## src/rtl/hash_pkg.sv

```systemverilog
// Shared types and sizes for the hash-check datapath.
package hash_pkg;

  localparam int unsigned HASH_ADDR_W = 3;
  localparam int unsigned HASH_DATA_W = 32;
  localparam int unsigned HASH_DEPTH  = 8;

  typedef logic [HASH_DATA_W-1:0] hash_word_t;
  typedef logic [HASH_ADDR_W-1:0] hash_idx_t;

  typedef enum logic [1:0] {
    IDLE,
    SCAN,
    DONE
  } lookup_state_t;

endpackage

```

## src/rtl/hash_lookup.sv

```systemverilog
// Reader side of the hash ROM: accepts a key, scans ROM entries 0..DEPTH-1 one per cycle
// and reports hit/miss with the matching index.
// Optional: define HASH_LOOKUP_COUNT_EN to scan every entry and count matches on hit_cnt.
module hash_lookup
  import hash_pkg::*;
#(
  parameter int unsigned ADDR_W = HASH_ADDR_W,
  parameter int unsigned DATA_W = HASH_DATA_W,
  parameter int unsigned DEPTH  = HASH_DEPTH
) (
  input  logic              clk,
  input  logic              rst_n,
  input  logic              start_valid,
  output logic              start_ready,
  input  logic [DATA_W-1:0] key,
  output logic [ADDR_W-1:0] rom_addr,
  input  logic [DATA_W-1:0] rom_data,
  output logic              done,
  output logic              hit,
`ifdef HASH_LOOKUP_COUNT_EN
  output logic [ADDR_W:0]   hit_cnt,
`endif
  output logic [ADDR_W-1:0] hit_idx
);

  lookup_state_t     state_q, state_d;
  logic [DATA_W-1:0] key_q;
  logic [ADDR_W-1:0] rom_addr_q;
  logic              hit_q;
  logic [ADDR_W-1:0] hit_idx_q;
  // Holds start_ready low until the first edge after reset release.
  logic              ready_q;
`ifdef HASH_LOOKUP_COUNT_EN
  logic [ADDR_W:0]   cnt_q;
`endif

  logic accept;
  logic match;
  logic last;

  assign accept = start_valid & start_ready;
  assign match  = (rom_data == key_q);
  assign last   = (rom_addr_q == ADDR_W'(DEPTH - 1));

  // State register.
  always_ff @(posedge clk or negedge rst_n) begin
    if (!rst_n) begin
      state_q <= IDLE;
    end else begin
      state_q <= state_d;
    end
  end

  // Next-state logic.
  always_comb begin
    state_d = state_q;
    case (state_q)
      IDLE: if (accept) state_d = SCAN;
`ifdef HASH_LOOKUP_COUNT_EN
      SCAN: if (last) state_d = DONE;
`else
      SCAN: if (match || last) state_d = DONE;
`endif
      DONE: state_d = IDLE;
      default: state_d = IDLE;
    endcase
  end

  // Handshake and result-strobe outputs.
  always_comb begin
    start_ready = ready_q && (state_q == IDLE);
    done        = (state_q == DONE);
  end

  // Key, address and result registers.
  always_ff @(posedge clk or negedge rst_n) begin
    if (!rst_n) begin
      ready_q    <= 1'b0;
      key_q      <= '0;
      rom_addr_q <= '0;
      hit_q      <= 1'b0;
      hit_idx_q  <= '0;
`ifdef HASH_LOOKUP_COUNT_EN
      cnt_q      <= '0;
`endif
    end else begin
      ready_q <= 1'b1;
      case (state_q)
        IDLE: begin
          if (accept) begin
            key_q      <= key;
            rom_addr_q <= '0;
            hit_q      <= 1'b0;
            hit_idx_q  <= '0;
`ifdef HASH_LOOKUP_COUNT_EN
            cnt_q      <= '0;
`endif
          end
        end
        SCAN: begin
`ifdef HASH_LOOKUP_COUNT_EN
          if (match) begin
            cnt_q <= cnt_q + {{ADDR_W{1'b0}}, 1'b1};
            // First match seen keeps the lowest index.
            if (!hit_q) begin
              hit_q     <= 1'b1;
              hit_idx_q <= rom_addr_q;
            end
          end
          if (!last) rom_addr_q <= rom_addr_q + ADDR_W'(1);
`else
          if (match) begin
            hit_q     <= 1'b1;
            hit_idx_q <= rom_addr_q;
          end else if (last) begin
            hit_q     <= 1'b0;
            hit_idx_q <= '0;
          end else begin
            rom_addr_q <= rom_addr_q + ADDR_W'(1);
          end
`endif
        end
        DONE: rom_addr_q <= '0;
        default: ;
      endcase
    end
  end

  assign rom_addr = rom_addr_q;
  assign hit      = hit_q;
  assign hit_idx  = hit_idx_q;
`ifdef HASH_LOOKUP_COUNT_EN
  assign hit_cnt  = cnt_q;
`endif

endmodule

```

## config.mk

```make
export PLATFORM = sky130hd
export DESIGN_NAME = hash_lookup
export DESIGN_NICKNAME = d
export VERILOG_FILES = /design/src/rtl/hash_pkg.sv /design/src/rtl/hash_lookup.sv
export SDC_FILE = /design/constraint.sdc
export NUM_CORES = 1
export LEC_CHECK = 0
export ABC_AREA = 0
export CORE_ASPECT_RATIO = 1.25
export CORE_UTILIZATION = 30
export CTS_CLUSTER_DIAMETER = 120
export DETAILED_ROUTE_END_ITERATION = 8
export PLACE_DENSITY_LB_ADDON = 0.15
export SLEW_MARGIN = 25
export SYNTH_ARGS = -nofsm -noshare
export SYNTH_HDL_FRONTEND = slang
export SYNTH_SLANG_ARGS = --single-unit
```

## constraint.sdc

```tcl
create_clock -name clk -period 3.15 [get_ports clk]
set_clock_uncertainty 0.1 [all_clocks]
set_input_delay 0.945 -clock clk [delete_from_list [all_inputs] [get_ports clk]]
set_output_delay 0.945 -clock clk [all_outputs]
set_load 0.1 [all_outputs]
```

==> metrics.md, run 1 <==
| Metric | Value |
|---|---|
| Sequential fraction of design power | `41.6%` |
| Max_cap viols | `0` |
| FP Rows | `33` |
| Post-synth top area cell | `dfrtp_1` |
| Initial Utilization | `31.2%` |
| Setup violators final | `0` |
| VDD IR-drop max | `0.365 mV` |
| LEAKAGE | `1.27 nW` |
| RePlAce Congestion | `0.712` |
| Maximum clock path buffer count | `2` |
| R2r startpoint | `key_q[23]` |
| Power, Total | `2.31 mW` |
| Drt first-iter violations | `40` |
| Area grow syn2layout | `46.6%` |
| Number of cells upsized or downsized after cts | `0` |
| Hold WS | `0.397 ns` |
| Synth warn | `0` |
| HP Class | `reg -> reg` |
| Synth area leaders | `dfrtp_1 (51%), mux2_2 (18%), xor2_1 (14%)` |
| Cells after synthesis | `151` |
| Tmin final | `2.86 ns` |
| Full die area | `0.00717 mm2` |
| WP data required | `3.28 ns` |
| Net Sw Power | `0.843 mW` |
| Crit-path max cell delay | `0.42 ns` |
| Post-synth top area share | `51.3%` |
| Outcome | `finished clean` |
| Most frequent cells in the layout | `clkdlybuf4s50_1 (65), dfrtp_1 (42), mux2_2 (32), xor2_1 (32), buf_4 (13)` |
| Tightest Pin Transition | `0.546 ns` |
| Hold Startpoint | `hit_idx[0]` |
| Combinational power share | `42.9%` |
| Reg2reg end | `rom_addr[2]` |
| Hold EP | `hit_idx[0]` |
| Clock Tree Root | `clkbuf_8` |
| Yosys cell types | `29` |
| Final Non-Filler Cells | `321` |
| CORE AREA | `0.00657 mm2` |
| Post-synth ARST share | `100%` |
| Pint | `1.47 mW` |
| Postcts setup bufs | `0` |
| Sink Count | `42` |
| CP delay by family, top | `simple AND/OR/NAND/NOR gates` |
| Flop-to-flop setup slack | `0.94 ns` |
| RSZ-0062 raised after global routing | `no` |
| Startpoint types | `primary input` |
| Sw frac | `36.5%` |
| Wire length per cell | `13.0 um` |
| Placed cells | `313` |
| All-Layer GR Usage | `13.0%` |
| Post-Synthesis Cell Area | `0.00205 mm2` |
| Via count of the first global-routing pass | `1535` |
| Maximum clock frequency | `350 MHz` |
| # IOs | `76` |
| CTS tree | `done` |
| Clock transition at path regs | `0.08 ns` |
| EDFF count, synth | `0` |
| Share of layout cells above drive strength 1 | `28.2%` |
| Initial antenna violation count | `0` |
| Clock Latency Late Sink | `0.29 ns` |
| CP max stage cell | `nor4_1` |
| Hold Path Cell Cnt | `1` |
| Remaining Overflow, GRT | `0` |
| Number of diodes | `0` |
| Yosys reg bits | `42` |
| Chip width | `75.9 um` |
| Vias | `1438` |
| Final WL | `4.17 mm` |
| Number of remaining DRC errors | `0` |
| Reg2reg path depth | `7` |
| Worst setup EP type | `register` |
| Die height | `94.4 um` |
| Commonest non-fill, non-tap cell in the layout | `clkdlybuf4s50_1` |
| Worst path cell trace | `clkdlybuf4s50_1 > xor2_1 > nor4_1 > nand4_1 > o211a_1 > buf_4 > nor4b_1 > a211o_1` |
| Clock network power share | `15.4%` |
| Inserted Clock Buffers | `5` |
| Bufs and invs on worst path | `2` |
| Net count after synthesis | `220` |
| Crit share post-route | `90.7%` |
| H-tree Lvls | `2` |
| TritonRoute pass-1 iters | `4` |
| Slew HR | `63.5%` |
| Crit path DAT | `2.99 ns` |
| Final Hold Vio Count | `0` |
| Routed Antenna Nets | `0` |
| Dpl hpwl | `3.28 mm` |
| Largest net degree at the start of global routing | `29` |
| Post-synthesis sequential area ratio | `51.3%` |
| Primary FF master, synth | `dfrtp_1` |
| First-pass GRT wire length | `7.16 mm` |
| Worst Path Max Fanout | `9` |
| Pwr/cell area | `769 mW/mm2` |
| Setup TNS Final | `0 ns` |
| Crit Path Class | `in -> reg` |
| Max Slew Vio Count | `0` |
| Avg Cell Area, Syn | `13.6 um2` |
| IO buf count | `75` |
| Vias/cell | `4.48` |
| Crit. path cell count | `8` |
| Nets | `302` |
| Hold Buf Count CTS | `0` |
[how the worst max path moves through the flow]
stage,start,endpoint
after global routing,rom_data[23],rom_addr[2]
after CTS,rom_data[23],rom_addr[2]
after detailed placement,rom_data[23],rom_addr[2]
after global placement,rom_data[23],rom_addr[0]
after floorplan,state_q[1],done
final,rom_data[23],rom_addr[2]
[sequential cells by signal, summed over array words and instances, names as in the netlist]
signal,flops
hit,1
ready_q,1
hit_idx,3
key_q,32
state_q,2
rom_addr,3
[through the flow]
step	cell area (um2)	setup WS, ns	utilization [%]
after floorplan	2050	0.320	-
after global placement	2910	-0.00252	44.4
after detailed placement	2910	-0.0506	44.4
after CTS	3000	0.259	45.8
after global routing	3000	0.190	45.8
final	3000	0.293	45.8
[final cells by class]
type | count | area (um2)
Clock buffer | 7 | 86.3
Clock inverter | 1 | 5.00
Fill cell | 652 | 3560
Inverter | 1 | 3.75
Multi-Input combinational cell | 103 | 976
Sequential cell | 42 | 1050
Tap cell | 87 | 109
Timing Repair Buffer | 80 | 773
[cell usage after synthesis, types with 2 or more instances]
cell type	n
dfrtp_1	42
mux2_2	32
xor2_1	32
buf_2	4
nor2b_1	4
nor4_1	4
nor4_2	4
a32o_1	3
nand2_1	3
ha_1	2
nand4_1	2
nor2_1	2
[worst reg2reg max path: stages, from the launching register on]
cell and delay [ns]:
dfrtp_1 0.39, xor2_1 0.16, nor4_1 0.42, nand4_1 0.21, o211a_1 0.28, buf_4 0.18
nor4b_1 0.26, a211o_1 0.14
[kinds of logic (layout without fill, tap and decap cells)]
kind of cell | after synthesis | count (layout) | synth area share, %
mux | 32 | 32 | 17.6
other cells | 1 | 1 | 0.183
simple gates | 26 | 26 | 9.40
flops | 42 | 42 | 51.3
compound gates | 10 | 10 | 4.95
fa+ha+maj | 2 | 2 | 1.22
xor+xnor | 32 | 32 | 13.7
buf+inv | 6 | 89 | 1.71
[per-layer routing]
layer	share of wire [%]	vias up	GRT usage, %	routed length (um)
li1	-	694	-	-
met1	41	700	15.2	1720
met2	53	39	22.7	2200
met3	4.5	5	3.29	188
met4	1.3	0	5.29	54
met5	0	-	0	0
[power groups by stage]
stage / sequential [mW] / clock [mW] / combinational (mW)
6_report: 0.963 / 0.357 / 0.992
5_1_grt: 1.01 / 0.398 / 1.09
4_1_cts: 0.969 / 0.377 / 1.01
3_5_place_dp: 0.981 / 0 / 1.01
3_3_place_gp: 0.977 / 0 / 0.998
2_1_floorplan: 1.06 / 0 / 0.652
Note: power is estimated with default switching activity, not from simulation.
==> run 2: changes to the inputs <==
--- a/config.mk
+++ b/config.mk
@@ -7,9 +7,10 @@
 export LEC_CHECK = 0
 export ABC_AREA = 0
 export CORE_ASPECT_RATIO = 1.25
-export CORE_UTILIZATION = 30
+export CORE_UTILIZATION = 24
 export CTS_CLUSTER_DIAMETER = 120
 export DETAILED_ROUTE_END_ITERATION = 8
+export DONT_BUFFER_PORTS = 1
 export PLACE_DENSITY_LB_ADDON = 0.15
 export SLEW_MARGIN = 25
 export SYNTH_ARGS = -nofsm -noshare
==> run 2 against run 1 <==
Net effect:
- total power decreased by 0.20%
- hold slack got worse by 0.15 ns
- clock-buffer cell count decreased by 2
- combinational power decreased by 6.4%
- critical endpoint is now rom_addr[0]
==> metrics.md, run 2 (synthesis gave the netlist of run 1 again) <==
| Metric | Value |
|---|---|
| Outcome | `finished clean` |
| Flop-to-flop setup slack | `0.88 ns` |
| RSZ-0062 raised after global routing | `no` |
| CTS tree | `done` |
| Startpoint types | `primary input` |
| FP Rows | `37` |
| All-Layer GR Usage | `9.56%` |
| Pwr/cell area | `985 mW/mm2` |
| Clock transition at path regs | `0.08 ns` |
| Maximum clock path buffer count | `2` |
| Sink Count | `42` |
| Initial antenna violation count | `0` |
| R2r startpoint | `key_q[23]` |
| Vias | `1201` |
| Final Hold Vio Count | `0` |
| Vias/cell | `4.64` |
| Max reg flops | `32` |
| Postcts setup bufs | `0` |
| H-tree Lvls | `2` |
| Max_cap viols | `0` |
| Full die area | `0.00892 mm2` |
| Reg2reg end | `rom_addr[0]` |
| Tmin final | `2.50 ns` |
| Number of diodes | `0` |
| Drt first-iter violations | `19` |
| Routed Antenna Nets | `0` |
| CORE AREA | `0.00824 mm2` |
| Wire length per cell | `16.0 um` |
| Slew HR | `39.2%` |
| Largest net degree at the start of global routing | `43` |
| Setup TNS Final | `0 ns` |
| WP data required | `3.25 ns` |
| Chip width | `84.7 um` |
| Nets | `230` |
| TritonRoute pass-1 iters | `5` |
| Remaining Overflow, GRT | `0` |
| IO buf count | `0` |
| Hold WS | `0.244 ns` |
| Number of cells upsized or downsized after cts | `0` |
| Commonest non-fill, non-tap cell in the layout | `dfrtp_1` |
| Max Slew Vio Count | `0` |
| VDD IR-drop max | `0.239 mV` |
| Placed cells | `251` |
| Reg2reg path depth | `6` |
| Crit Path Class | `in -> reg` |
| LEAKAGE | `0.994 nW` |
| Power, Total | `2.31 mW` |
| Number of remaining DRC errors | `0` |
| Worst setup EP type | `register` |
| Inserted Clock Buffers | `5` |
| Crit share post-route | `79.4%` |
| Clock Tree Root | `clkbuf_8` |
| Most frequent cells in the layout | `dfrtp_1 (42), mux2_2 (32), xor2_1 (32), buf_4 (7), clkbuf_8 (5)` |
| RePlAce Congestion | `0.653` |
| # IOs | `76` |
| Via count of the first global-routing pass | `1432` |
| First-pass GRT wire length | `6.63 mm` |
| Die height | `105 um` |
| Tightest Pin Transition | `0.912 ns` |
| Initial Utilization | `24.9%` |
| Top reg by flops | `key_q` |
| Share of layout cells above drive strength 1 | `37.7%` |
| HP Class | `in -> async` |
| Worst Path Max Fanout | `3` |
| Final Non-Filler Cells | `259` |
| Area grow syn2layout | `14.3%` |
| Maximum clock frequency | `400 MHz` |
| Crit path DAT | `2.60 ns` |
| Dpl hpwl | `3.26 mm` |
| Final WL | `4.15 mm` |
| Hold Buf Count CTS | `0` |
| Setup violators final | `0` |
| Fillers | `857` |
| Clock Latency Late Sink | `0.29 ns` |
-- run 2: changes by cell type in the layout (fill, tap and decap cells not counted), sizes merged --
| cell | delta |
|---|---|
| buf | -7 |
| clkdlybuf4s50 | -65 |
| bufinv | +1 |
| clkinv | +1 |
| clkbuf | -2 |
-- run 2: cell type report --
| cell class | count | area (um2) | share of cell area (%) |
|---|---|---|---|
| Sequential cell | 42 | 1050 | 44.9 |
| Inverter | 1 | 3.75 | 0.160 |
| Multi-Input combinational cell | 103 | 985 | 42.0 |
| Timing Repair Buffer | 8 | 72.6 | 3.10 |
| Tap cell | 97 | 121 | 5.18 |
| Clock buffer | 5 | 68.8 | 2.94 |
| Clock inverter | 3 | 40.0 | 1.71 |
-- run 2: power breakdown --
part | leakage [nW] | switching (mW) | internal [mW]
Sequential | 0.509 | 0.184 | 0.781
Combinational | 0.427 | 0.486 | 0.443
Clock | 0.0579 | 0.180 | 0.233
-- run 2: critical path, stage by stage --
cell	delay [ns]
xor2_1	0.13
nor4_1	0.43
nand4_1	0.24
o211a_1	0.30
or4b_4	0.49
o211ai_2	0.08
-- run 2: worst max-delay path by stage --
stage | start | end | slack [ns] | depth (start not counted)
after floorplan | state_q[1] | done | 0.32 | 1
after global placement | rom_data[23] | rom_addr[0] | 0.32 | 6
after detailed placement | rom_data[23] | rom_addr[0] | 0.28 | 6
after CTS | rom_data[23] | rom_addr[0] | 0.58 | 6
after global routing | rom_data[23] | rom_addr[2] | 0.54 | 7
final | rom_data[23] | rom_addr[0] | 0.65 | 6
-- run 2: metrics by stage --
stage / worst slack [ns] / util (%) / cell area (um2)
global placement: 0.324 / 27.1 / 2230
detailed placement: 0.281 / 27.1 / 2230
finish: 0.650 / 28.4 / 2340
CTS: 0.581 / 28.4 / 2340
global route: 0.537 / 28.4 / 2340
floorplan: 0.320 / - / 2050
-- run 2: per-layer routing --
metal | GRT usage (%) | vias to the layer above | part of all wire (%)
met5 | 0 | - | 0
met4 | 2.54 | 0 | 0
met3 | 2.98 | 0 | 5.5
met2 | 19.0 | 51 | 58
met1 | 9.33 | 599 | 36
li1 | - | 551 | -
==> RTL edit, RTL diff (config.mk and constraints of run 1) <==
The option `HASH_LOOKUP_COUNT_EN` is turned on by a define.
--- a/src/rtl/hash_lookup.sv
+++ b/src/rtl/hash_lookup.sv
@@ -1,6 +1,8 @@
 // Reader side of the hash ROM: accepts a key, scans ROM entries 0..DEPTH-1 one per cycle
 // and reports hit/miss with the matching index.
 // Optional: define HASH_LOOKUP_COUNT_EN to scan every entry and count matches on hit_cnt.
+`define HASH_LOOKUP_COUNT_EN
+
 module hash_lookup
   import hash_pkg::*;
 #(
Formal check against the unedited RTL (old outputs only; new: hit_cnt): not equivalent (Yosys sat finds a counterexample within 4 cycles, from zero or initial values and one cycle with rst_n low).
==> RTL edit against run 1 <==
Power grew 15%. Sequential share of layout area shrank 0.20 points. Synthesized cell count grew 24%. Via count grew 20%. Sequential cell count grew 4. Wire length grew 22%. Setup slack gained 170 ps. Final cell count grew 13%. Area after synthesis grew 15%. Clock power grew 6.2%. Design area grew 10%. Critical endpoint is now hit_cnt[2]. Largest cell class is now multi-input gates.
==> RTL edit: results <==
[placement]
placement.cell_area_um2 = 3218
routabilityCongestion = 0.7195
buffer_ports.inserted = 79
hpwlAfterDp_mm = 3.808
dp_cells = 354
preCtsSetupSlack_ps = 155.3

[layout]
nonClockBufferCount = 81
finalNetCount = 339
multi_input_area_share_pct = 35.05
synthToLayoutAreaGrowth_pct = 40.92
drive_above_1_share_pct = 27.78
clock_tree_area_fraction_pct = 2.760
finish.cell_count_without_fillers = 362

[clock_network]
insertion_delay_ps = 300
numClockSinks = 46

[yosys]
synth_cell_types = 34
ys_seq_area_share_pct = 49.01
syn_nets = 257
synth.cells.most_frequent = "46 x sky130_fd_sc_hd__dfrtp_1, 32 x sky130_fd_sc_hd__mux2_2, 32 x sky130_fd_sc_hd__xor2_1"

[setup_path]
slowest_stage_cell_crit_path = "sky130_fd_sc_hd__nor4_2"
rr_endpoint = "hit_idx[1]"
worst_setup_path_endpoint = "hit_cnt[2]"
reg2reg_from = "state_q[0]"
critical_path.startpoint = "rom_data[17]"

[global_routing]
grt_max_degree = 47
grt_util_met2_pct = 23.98
grt_first_pass_wirelength_mm = 8.611
grt_usage_pct = 13.95
number_of_global_route_vias_before_repair = 1800
met3_usage_pct = 3.801
met1_usage_pct = 16.77

[drt]
met3_length_um = 265
met2WireLength_mm = 2.650
detail_route.wirelength.met1_mm = 2.103
routed-via-count = 1723

[min_path]
hold_path_startpoint = "key_q[16]"
hold_end = "key_q[16]"

[outcome]
run_status = "finished, final reports clean"

[timing]
finalCriticalPeriod_ps = 2687
tightest_slew_ps = 652.9

[power]
p_leak_nw = 1.388
==> RTL edit: changes by cell type after synthesis, sizes merged, moves of 3 or more <==
| cell | before | now |
|---|---|---|
| a32o | 3 | 0 |
| nor2b | 4 | 1 |
| dfrtp | 42 | 46 |
| o211ai | 1 | 4 |
| o21ai | 0 | 11 |
| nand3 | 0 | 10 |
==> RTL edit: kinds of logic (layout without fill, tap and decap cells) <==
kind of cell | after synthesis | count (layout) | synth area share (%)
buffers and inverters | 9 | 92 | 1.652
AO/OA/AOI/OAI | 25 | 25 | 7.991
adder cells (fa/ha/maj) | 3 | 3 | 1.598
other | 1 | 1 | 0.1597
XOR/XNOR | 32 | 32 | 11.93
AND/OR/NAND/NOR | 38 | 38 | 11.88
multiplexers | 33 | 33 | 15.77
flip-flops | 46 | 46 | 49.01
==> RTL edit: power breakdown <==
group          switching, mW  leakage (nW)  total, mW  internal (mW)
registers              0.222         0.559       1.07          0.848
clock network          0.202        0.0482      0.379          0.178
logic                  0.666         0.781       1.20          0.534
